### src/rtl/load_store_unit_pkg.sv
// Shared encodings for the load/store unit: memory-op fields coming from the
// control unit, the LSU state codes and the access legality helper.
package load_store_unit_pkg;

  typedef enum logic [1:0] {
    MEM_OP_NONE  = 2'd0,
    MEM_OP_LOAD  = 2'd1,
    MEM_OP_STORE = 2'd2
  } mem_op_e;

  typedef enum logic [2:0] {
    MEM_RD_BYTE = 3'd0,
    MEM_RD_HALF = 3'd1,
    MEM_RD_WORD = 3'd2,
    MEM_RD_B_U  = 3'd3,
    MEM_RD_H_U  = 3'd4,
    MEM_RD_NONE = 3'd5
  } mem_rd_e;

  localparam logic [3:0] MEM_WR_NONE = 4'b0000;
  localparam logic [3:0] MEM_WR_BYTE = 4'b0001;
  localparam logic [3:0] MEM_WR_HALF = 4'b0011;
  localparam logic [3:0] MEM_WR_WORD = 4'b1111;

  typedef enum logic [1:0] {
    LSU_IDLE = 2'd0,
    LSU_REQ  = 2'd1,
    LSU_RESP = 2'd2
  } lsu_state_e;

  // True when a load/store cannot be issued: unknown size code or an address
  // not aligned to the access size. Unknown mem_op codes are also refused.
  function automatic logic access_fault(input logic [1:0] op, input logic [2:0] rd_type,
                                        input logic [3:0] wr_mask, input logic [1:0] lane);
    logic fault;
    fault = 1'b1;
    case (op)
      MEM_OP_LOAD: begin
        case (rd_type)
          MEM_RD_BYTE, MEM_RD_B_U: fault = 1'b0;
          MEM_RD_HALF, MEM_RD_H_U: fault = lane[0];
          MEM_RD_WORD:             fault = (lane != 2'b00);
          MEM_RD_NONE:             fault = 1'b1;
          default:                 fault = 1'b1;
        endcase
      end
      MEM_OP_STORE: begin
        case (wr_mask)
          MEM_WR_BYTE: fault = 1'b0;
          MEM_WR_HALF: fault = lane[0];
          MEM_WR_WORD: fault = (lane != 2'b00);
          MEM_WR_NONE: fault = 1'b1;
          default:     fault = 1'b1;
        endcase
      end
      default: fault = 1'b1;
    endcase
    return fault;
  endfunction

endpackage

### src/rtl/load_store_unit_if.sv
// Pipeline-side request/response and data-bus signals of the load/store unit.
// master: the LSU itself (drives the bus); slave: pipeline + memory side.
interface load_store_unit_if;
  logic        start;
  logic [1:0]  mem_op;
  logic [2:0]  mem_read_type;
  logic [3:0]  mem_write_mask;
  logic [31:0] addr;
  logic [31:0] store_data;
  logic        busy;
  logic        done;
  logic [31:0] load_data;
  logic        misaligned;
  logic        bus_error;
  logic        bus_req;
  logic        bus_we;
  logic [31:0] bus_addr;
  logic [3:0]  bus_be;
  logic [31:0] bus_wdata;
  logic        bus_ack;
  logic [31:0] bus_rdata;

  modport master (
    input  start, mem_op, mem_read_type, mem_write_mask, addr, store_data,
    input  bus_ack, bus_rdata,
    output busy, done, load_data, misaligned, bus_error,
    output bus_req, bus_we, bus_addr, bus_be, bus_wdata
  );

  modport slave (
    output start, mem_op, mem_read_type, mem_write_mask, addr, store_data,
    output bus_ack, bus_rdata,
    input  busy, done, load_data, misaligned, bus_error,
    input  bus_req, bus_we, bus_addr, bus_be, bus_wdata
  );
endinterface

### src/rtl/load_store_unit_lane_align.sv
// Byte-lane steering: store data replication / byte-enable placement and
// load byte/half extraction with sign or zero extension. Purely combinational.
module lsu_lane_align
  import load_store_unit_pkg::*;
(
  input  logic [3:0]  st_mask,
  input  logic [1:0]  st_lane,
  input  logic [31:0] st_data,
  input  logic [2:0]  ld_type,
  input  logic [1:0]  ld_lane,
  input  logic [31:0] ld_rdata,
  output logic [3:0]  st_be,
  output logic [31:0] st_wdata,
  output logic [31:0] ld_value
);

  logic [7:0]  ld_byte_s;
  logic [15:0] ld_half_s;

  // Store side: shift lane-0 enables to the addressed lane, replicate data
  always_comb begin
    st_be = st_mask << st_lane;
    case (st_mask)
      MEM_WR_BYTE: st_wdata = {4{st_data[7:0]}};
      MEM_WR_HALF: st_wdata = {2{st_data[15:0]}};
      default:     st_wdata = st_data;
    endcase
  end

  // Load side: select the addressed byte/half of the word and extend it
  always_comb begin
    ld_byte_s = ld_rdata[{ld_lane, 3'b000} +: 8];
    ld_half_s = ld_rdata[{ld_lane[1], 4'b0000} +: 16];
    case (ld_type)
      MEM_RD_BYTE: ld_value = {{24{ld_byte_s[7]}}, ld_byte_s};
      MEM_RD_B_U:  ld_value = {24'h000000, ld_byte_s};
      MEM_RD_HALF: ld_value = {{16{ld_half_s[15]}}, ld_half_s};
      MEM_RD_H_U:  ld_value = {16'h0000, ld_half_s};
      MEM_RD_WORD: ld_value = ld_rdata;
      default:     ld_value = 32'h0000_0000;
    endcase
  end

endmodule

### src/rtl/load_store_unit.sv
// Load/store unit: issues one data-memory access per start strobe on a
// single-outstanding req/ack bus, with misalignment refusal and a wait timeout.
module load_store_unit
  import load_store_unit_pkg::*;
#(
  parameter int TIMEOUT_CYCLES = 16,
  parameter int CNT_W          = 8
) (
  input logic clk,
  input logic rst,
  load_store_unit_if.master lsu
);

  localparam bit              TMO_EN   = (TIMEOUT_CYCLES != 0);
  localparam logic [CNT_W-1:0] TMO_LAST = CNT_W'(TIMEOUT_CYCLES - 1);

  lsu_state_e        state_r, state_nxt_s;
  logic [CNT_W-1:0]  cnt_r, cnt_nxt_s;
  logic [2:0]        rd_type_r, rd_type_nxt_s;
  logic [1:0]        lane_r, lane_nxt_s;
  logic              busy_r, busy_nxt_s;
  logic              done_r, done_nxt_s;
  logic              mis_r, mis_nxt_s;
  logic              berr_r, berr_nxt_s;
  logic [31:0]       ld_data_r, ld_data_nxt_s;
  logic              req_r, req_nxt_s;
  logic              we_r, we_nxt_s;
  logic [31:0]       baddr_r, baddr_nxt_s;
  logic [3:0]        be_r, be_nxt_s;
  logic [31:0]       wdata_r, wdata_nxt_s;

  logic [3:0]        st_be_s;
  logic [31:0]       st_wdata_s;
  logic [31:0]       ld_value_s;

  lsu_lane_align u_align (
    .st_mask  (lsu.mem_write_mask),
    .st_lane  (lsu.addr[1:0]),
    .st_data  (lsu.store_data),
    .ld_type  (rd_type_r),
    .ld_lane  (lane_r),
    .ld_rdata (lsu.bus_rdata),
    .st_be    (st_be_s),
    .st_wdata (st_wdata_s),
    .ld_value (ld_value_s)
  );

  // Next-state and next-output logic; response flags default to idle values
  always_comb begin
    state_nxt_s   = state_r;
    cnt_nxt_s     = cnt_r;
    rd_type_nxt_s = rd_type_r;
    lane_nxt_s    = lane_r;
    busy_nxt_s    = busy_r;
    done_nxt_s    = 1'b0;
    mis_nxt_s     = 1'b0;
    berr_nxt_s    = 1'b0;
    ld_data_nxt_s = 32'h0000_0000;
    req_nxt_s     = req_r;
    we_nxt_s      = we_r;
    baddr_nxt_s   = baddr_r;
    be_nxt_s      = be_r;
    wdata_nxt_s   = wdata_r;
    case (state_r)
      LSU_IDLE: begin
        cnt_nxt_s   = {CNT_W{1'b0}};
        busy_nxt_s  = 1'b0;
        req_nxt_s   = 1'b0;
        we_nxt_s    = 1'b0;
        baddr_nxt_s = 32'h0000_0000;
        be_nxt_s    = 4'b0000;
        wdata_nxt_s = 32'h0000_0000;
        if (lsu.start) begin
          rd_type_nxt_s = lsu.mem_read_type;
          lane_nxt_s    = lsu.addr[1:0];
          busy_nxt_s    = 1'b1;
          if (lsu.mem_op == MEM_OP_NONE) begin
            state_nxt_s = LSU_RESP;
            done_nxt_s  = 1'b1;
          end else if (access_fault(lsu.mem_op, lsu.mem_read_type,
                                    lsu.mem_write_mask, lsu.addr[1:0])) begin
            state_nxt_s = LSU_RESP;
            done_nxt_s  = 1'b1;
            mis_nxt_s   = 1'b1;
          end else begin
            state_nxt_s = LSU_REQ;
            req_nxt_s   = 1'b1;
            we_nxt_s    = (lsu.mem_op == MEM_OP_STORE);
            baddr_nxt_s = {lsu.addr[31:2], 2'b00};
            if (lsu.mem_op == MEM_OP_STORE) begin
              be_nxt_s    = st_be_s;
              wdata_nxt_s = st_wdata_s;
            end else begin
              be_nxt_s    = 4'b1111;
              wdata_nxt_s = 32'h0000_0000;
            end
          end
        end else begin
          state_nxt_s = LSU_IDLE;
        end
      end
      LSU_REQ: begin
        if (lsu.bus_ack || (TMO_EN && (cnt_r == TMO_LAST))) begin
          state_nxt_s = LSU_RESP;
          done_nxt_s  = 1'b1;
          req_nxt_s   = 1'b0;
          we_nxt_s    = 1'b0;
          baddr_nxt_s = 32'h0000_0000;
          be_nxt_s    = 4'b0000;
          wdata_nxt_s = 32'h0000_0000;
          if (lsu.bus_ack) begin
            ld_data_nxt_s = we_r ? 32'h0000_0000 : ld_value_s;
          end else begin
            berr_nxt_s = 1'b1;
          end
        end else begin
          cnt_nxt_s = cnt_r + CNT_W'(1);
        end
      end
      LSU_RESP: begin
        state_nxt_s = LSU_IDLE;
        busy_nxt_s  = 1'b0;
      end
      default: begin
        state_nxt_s = LSU_IDLE;
        busy_nxt_s  = 1'b0;
        req_nxt_s   = 1'b0;
        we_nxt_s    = 1'b0;
        baddr_nxt_s = 32'h0000_0000;
        be_nxt_s    = 4'b0000;
        wdata_nxt_s = 32'h0000_0000;
      end
    endcase
  end

  // State and output registers with synchronous reset
  always_ff @(posedge clk) begin
    if (rst) begin
      state_r   <= LSU_IDLE;
      cnt_r     <= {CNT_W{1'b0}};
      rd_type_r <= 3'd0;
      lane_r    <= 2'd0;
      busy_r    <= 1'b0;
      done_r    <= 1'b0;
      mis_r     <= 1'b0;
      berr_r    <= 1'b0;
      ld_data_r <= 32'h0000_0000;
      req_r     <= 1'b0;
      we_r      <= 1'b0;
      baddr_r   <= 32'h0000_0000;
      be_r      <= 4'b0000;
      wdata_r   <= 32'h0000_0000;
    end else begin
      state_r   <= state_nxt_s;
      cnt_r     <= cnt_nxt_s;
      rd_type_r <= rd_type_nxt_s;
      lane_r    <= lane_nxt_s;
      busy_r    <= busy_nxt_s;
      done_r    <= done_nxt_s;
      mis_r     <= mis_nxt_s;
      berr_r    <= berr_nxt_s;
      ld_data_r <= ld_data_nxt_s;
      req_r     <= req_nxt_s;
      we_r      <= we_nxt_s;
      baddr_r   <= baddr_nxt_s;
      be_r      <= be_nxt_s;
      wdata_r   <= wdata_nxt_s;
    end
  end

  assign lsu.busy       = busy_r;
  assign lsu.done       = done_r;
  assign lsu.load_data  = ld_data_r;
  assign lsu.misaligned = mis_r;
  assign lsu.bus_error  = berr_r;
  assign lsu.bus_req    = req_r;
  assign lsu.bus_we     = we_r;
  assign lsu.bus_addr   = baddr_r;
  assign lsu.bus_be     = be_r;
  assign lsu.bus_wdata  = wdata_r;

endmodule

### src/flat_wrapper.sv
// flat-port wrapper written by rule: the top's interface ports become plain ports
module load_store_unit_flat import load_store_unit_pkg::*;
#(
  parameter int TIMEOUT_CYCLES = 16,
  parameter int CNT_W          = 8
)
  (clk, rst, lsu_start, lsu_mem_op, lsu_mem_read_type, lsu_mem_write_mask, lsu_addr, lsu_store_data, lsu_bus_ack, lsu_bus_rdata, lsu_busy, lsu_done, lsu_load_data, lsu_misaligned, lsu_bus_error, lsu_bus_req, lsu_bus_we, lsu_bus_addr, lsu_bus_be, lsu_bus_wdata);
  load_store_unit_if lsu_i ();
  input logic clk;
  input logic rst;
  input wire logic [$bits(lsu_i.start)-1:0] lsu_start;
  input wire logic [$bits(lsu_i.mem_op)-1:0] lsu_mem_op;
  input wire logic [$bits(lsu_i.mem_read_type)-1:0] lsu_mem_read_type;
  input wire logic [$bits(lsu_i.mem_write_mask)-1:0] lsu_mem_write_mask;
  input wire logic [$bits(lsu_i.addr)-1:0] lsu_addr;
  input wire logic [$bits(lsu_i.store_data)-1:0] lsu_store_data;
  input wire logic [$bits(lsu_i.bus_ack)-1:0] lsu_bus_ack;
  input wire logic [$bits(lsu_i.bus_rdata)-1:0] lsu_bus_rdata;
  output wire logic [$bits(lsu_i.busy)-1:0] lsu_busy;
  output wire logic [$bits(lsu_i.done)-1:0] lsu_done;
  output wire logic [$bits(lsu_i.load_data)-1:0] lsu_load_data;
  output wire logic [$bits(lsu_i.misaligned)-1:0] lsu_misaligned;
  output wire logic [$bits(lsu_i.bus_error)-1:0] lsu_bus_error;
  output wire logic [$bits(lsu_i.bus_req)-1:0] lsu_bus_req;
  output wire logic [$bits(lsu_i.bus_we)-1:0] lsu_bus_we;
  output wire logic [$bits(lsu_i.bus_addr)-1:0] lsu_bus_addr;
  output wire logic [$bits(lsu_i.bus_be)-1:0] lsu_bus_be;
  output wire logic [$bits(lsu_i.bus_wdata)-1:0] lsu_bus_wdata;
  assign lsu_i.start = lsu_start;
  assign lsu_i.mem_op = lsu_mem_op;
  assign lsu_i.mem_read_type = lsu_mem_read_type;
  assign lsu_i.mem_write_mask = lsu_mem_write_mask;
  assign lsu_i.addr = lsu_addr;
  assign lsu_i.store_data = lsu_store_data;
  assign lsu_i.bus_ack = lsu_bus_ack;
  assign lsu_i.bus_rdata = lsu_bus_rdata;
  assign lsu_busy = lsu_i.busy;
  assign lsu_done = lsu_i.done;
  assign lsu_load_data = lsu_i.load_data;
  assign lsu_misaligned = lsu_i.misaligned;
  assign lsu_bus_error = lsu_i.bus_error;
  assign lsu_bus_req = lsu_i.bus_req;
  assign lsu_bus_we = lsu_i.bus_we;
  assign lsu_bus_addr = lsu_i.bus_addr;
  assign lsu_bus_be = lsu_i.bus_be;
  assign lsu_bus_wdata = lsu_i.bus_wdata;
  load_store_unit #(.TIMEOUT_CYCLES(TIMEOUT_CYCLES), .CNT_W(CNT_W)) u_core (.clk(clk), .rst(rst), .lsu(lsu_i));
endmodule
### config.mk
export PLATFORM = sky130hd
export DESIGN_NAME = load_store_unit_flat
export DESIGN_NICKNAME = d
export VERILOG_FILES = /design/src/rtl/load_store_unit_pkg.sv /design/src/rtl/load_store_unit_if.sv /design/src/rtl/load_store_unit_lane_align.sv /design/src/rtl/load_store_unit.sv /design/src/flat_wrapper.sv
export SDC_FILE = /design/constraint.sdc
export NUM_CORES = 1
export LEC_CHECK = 0
export CORE_ASPECT_RATIO = 1.5
export CORE_UTILIZATION = 43
export CTS_CLUSTER_SIZE = 12
export DETAILED_ROUTE_END_ITERATION = 16
export PLACE_DENSITY = 0.82
export SLEW_MARGIN = 0
export SYNTH_ARGS = -nofsm -noshare
export SYNTH_HDL_FRONTEND = slang
export SYNTH_SLANG_ARGS = --single-unit
### constraint.sdc
create_clock -name clk -period 2.4 [get_ports clk]
set_input_delay 0.24 -clock clk [delete_from_list [all_inputs] [get_ports clk]]
set_output_delay 0.24 -clock clk [all_outputs]
set_load 0.005 [all_outputs]
==> results.md <==
- CTS Buffer Depth: 2
- Crit path DAT: roughly 2.4 ns
- GPL Wtd Cong: between 0.8 and 0.9
- Req. time, crit path: 2.75 ns
- Ys flop type: dfxtp_1
- Top-count cell post-synth: dfxtp_1
- First-pass GRT wire length: ~24,000 um
- F_max: around 0.48 GHz
- Detailed-route wire length per cell: approximately 17 um
- Crit path max-delay cell type: or4b_2
- Die Ht: ~130 um
- Die area: ~12,000 um2
- Detailed Routing Iterations Pass 1: 4
- Post-route ant nets: 0
- Clk_skew: between 0.006 and 0.007 ns
- Worst R2R Path Depth: 6
- GRT Total Usage: 0.254
- R2r setup slk: a little over 0.3 ns
- RSZ-0062 raised after global routing: false
- Met2 wire length: 7880 um
- Post-CTS sizing: 0
- Placed Area: between 7000 and 8000 um2
- CTS tree: done
- Fin crit share: 0.871
- Max-cap viol count: 0
- H-tree depth: 4
- Leak: 2.93 nW
- Via/cell ratio: roughly 5.5
- Post-synth EDFFs: 0
- Critical path depth: 6
- Area grow syn2layout: 59.6%
- Max-slew violation count: 0
- Initial antenna violation count: 0
- Hold Buf Count CTS: 0
- Slew headroom: 0.568
- Number of global-route vias before repair: 4,879
- Metal3 WL: between 1000 and 1500 um
- CTS sink cnt: between 100 and 150
- Setup Fix Bufs, Post-CTS: 0
- CTS clock-pin slew for the worst setup and hold paths: around 0.060 ns
- Max incr delay on CP: 0.64 ns
- Share of post-route cells with drive strength above 1: 0.102
- Starting Density: 0.448
- Post-synthesis cell area: between 5000 and 6000 um2
- Worst hold path type: input pin to flip-flop
- Post-Route WL: 15,200 um
- Distinct cells, synth: 60
- Top layer in use: met4
- Nature of the critical path startpoint: flip-flop
- Worst path cell trace: buf_4, or4b_2, a21o_1, o21ai_4, buf_4, a22o_1
- Worst setup margin: 0.310 ns
- Setup tns final: 0 ns
- Commonest cells in the netlist: 119 x dfxtp_1, 49 x nand2_1, 47 x mux2i_1, 41 x a22o_1, 32 x a21oi_1
- Initial DRC Count: between 200 and 250
- CP top delay family: simple AND/OR/NAND/NOR gates
- Nets: 834
- DP HPWL: about 11,000 um
- Post-synth ARST share: 0
- Synth warn: 0
- Grt total ovfl: 0
- Fin. Hold Viols: 0
- N_diodes: 0
- Port bufs: 212
- Peak supply drop: 0.501 mV
- Io pins: roughly 220
- Die W: around 90 um
- Pwr dens: approximately 670 nW/um2
- Setup Viol. Count Final: 0
- Total CTS buffers: 17
- CP dominant cell by count: buf_4
- Hold path cells: 2
- Critical Path Sink Type: flip-flop
- Avg Cell Area, Syn: between 9 and 10 um2
- Synthesized flop and latch total: approximately 120
- Final routed DRC violation total: 0
- CP Max Fanout: 22
- Vias: approximately 4,900
- Worst skew pair latency: between 0.4 and 0.5 ns
- WL met1: slightly below 6000 um
- Total number of placement rows: 47
- Min Tclk post-route: approximately 2.1 ns
- Worst-Margin Slew: roughly 0.64 ns
- Worst path bufs/invs: 2
- Largest net degree at the start of global routing: 47
- Ranking of synthesized cells by area: dfxtp_1 48%, mux2i_1 9.4%, a22o_1 7.2%, o2bb2ai_1 4.2%, nand2_1 3.7%
- Yosys top cell area share: 0.476
- Status: completed
- Final Hold Slack: 0.415 ns
- Crit Path Category: flip-flop to flip-flop
- Core area: about 11,000 um2
- Dpl ws: approximately 0.067 ns
- Post-synthesis sequential area ratio: 0.476
- Final instance area: approximately 8000 um2
- Leading area contributor after synthesis: dfxtp_1
- CTS Root Buffer Type: clkbuf_16
- Mapped Cells: between 500 and 600
final timing paths:
path,start,endpoint
worst max-delay path,u_core.state_r[0]$_SDFFE_PP0P_,u_core.lsu.bus_wdata[2]$_SDFFE_PP0P_
worst min-delay path,lsu_addr[17],u_core.lsu.bus_addr[17]$_SDFFE_PP0P_
worst max register to register,u_core.state_r[0]$_SDFFE_PP0P_,u_core.lsu.bus_wdata[2]$_SDFFE_PP0P_
worst min register to register,u_core.lsu.bus_be[0]$_SDFFE_PP0P_,u_core.lsu.bus_be[0]$_SDFFE_PP0P_
layer usage:
| metal | vias to the layer above | global-route usage |
|---|---|---|
| met5 | - | 0 |
| met4 | 0 | 0.132 |
| met3 | 33 | 0.0703 |
| li1 | 2314 | - |
| met2 | 225 | 0.453 |
| met1 | 2300 | 0.272 |
cell usage in the layout (no fill, tap or decap), types with 4 or more instances in the layout:
master           instances
clkdlybuf4s50_1        212
dfxtp_1                119
nand2_1                 49
mux2i_1                 47
a22o_1                  41
a21oi_1                 32
o2bb2ai_1               24
o21ai_0                 23
buf_4                   22
nor2_1                  17
clkbuf_16               17
inv_1                   11
a31oi_1                  9
nand2b_1                 8
o221a_2                  7
a21o_1                   6
nor2b_1                  5
clkinvlp_4               5
ha_1                     4
flip-flops by register name, summed over array words and instances, names as in the netlist:
name and count:
u_core.lsu.bus_wdata 32, u_core.lsu.load_data 32, u_core.lsu.bus_addr 30, u_core.cnt_r 8, u_core.lsu.bus_be 4, u_core.rd_type_r 3, u_core.lane_r 2, u_core.state_r 2
u_core.lsu.bus_error 1, u_core.lsu.bus_req 1, u_core.lsu.bus_we 1, u_core.lsu.busy 1, u_core.lsu.done 1, u_core.lsu.misaligned 1
layout make-up:
cell class / instances / area, um2
multi-input combinational: 335 / 2430
timing repair buffer: 237 / 2350
tap: 147 / 184
fill: 826 / 3180
sequential: 119 / 2380
clock buffer: 18 / 429
inverter: 11 / 41.3
clock inverter: 14 / 176
report_power, final:
group | switching, mW | internal (mW)
Clock | 0.949 | 1.64
Combinational | 0.309 | 0.381
Sequential | 0.0400 | 2.02
Total | 1.30 | 4.04
metrics by stage:
step | utilization | power (mW) | instances
final | 0.715 | 5.34 | 881
after floorplan | - | 2.41 | 503
after CTS | 0.715 | 5.36 | 881
after detailed placement | 0.661 | 2.79 | 849
after global routing | 0.715 | 5.51 | 881
after global placement | 0.661 | 2.76 | 849
logic make-up (layout without fill, tap and decap cells):
| kind of cell | count (synthesis) | in the layout | synth area share |
|---|---|---|---|
| compound gates | 169 | 169 | 0.258 |
| xor+xnor | 3 | 3 | 0.00525 |
| fa+ha+maj | 4 | 4 | 0.0100 |
| buf+inv | 49 | 280 | 0.0440 |
| flops | 119 | 119 | 0.476 |
| mux | 48 | 48 | 0.0985 |
| other cells | 1 | 2 | 0.000749 |
| simple gates | 109 | 109 | 0.108 |
Note: power is estimated with default switching activity, not from simulation.
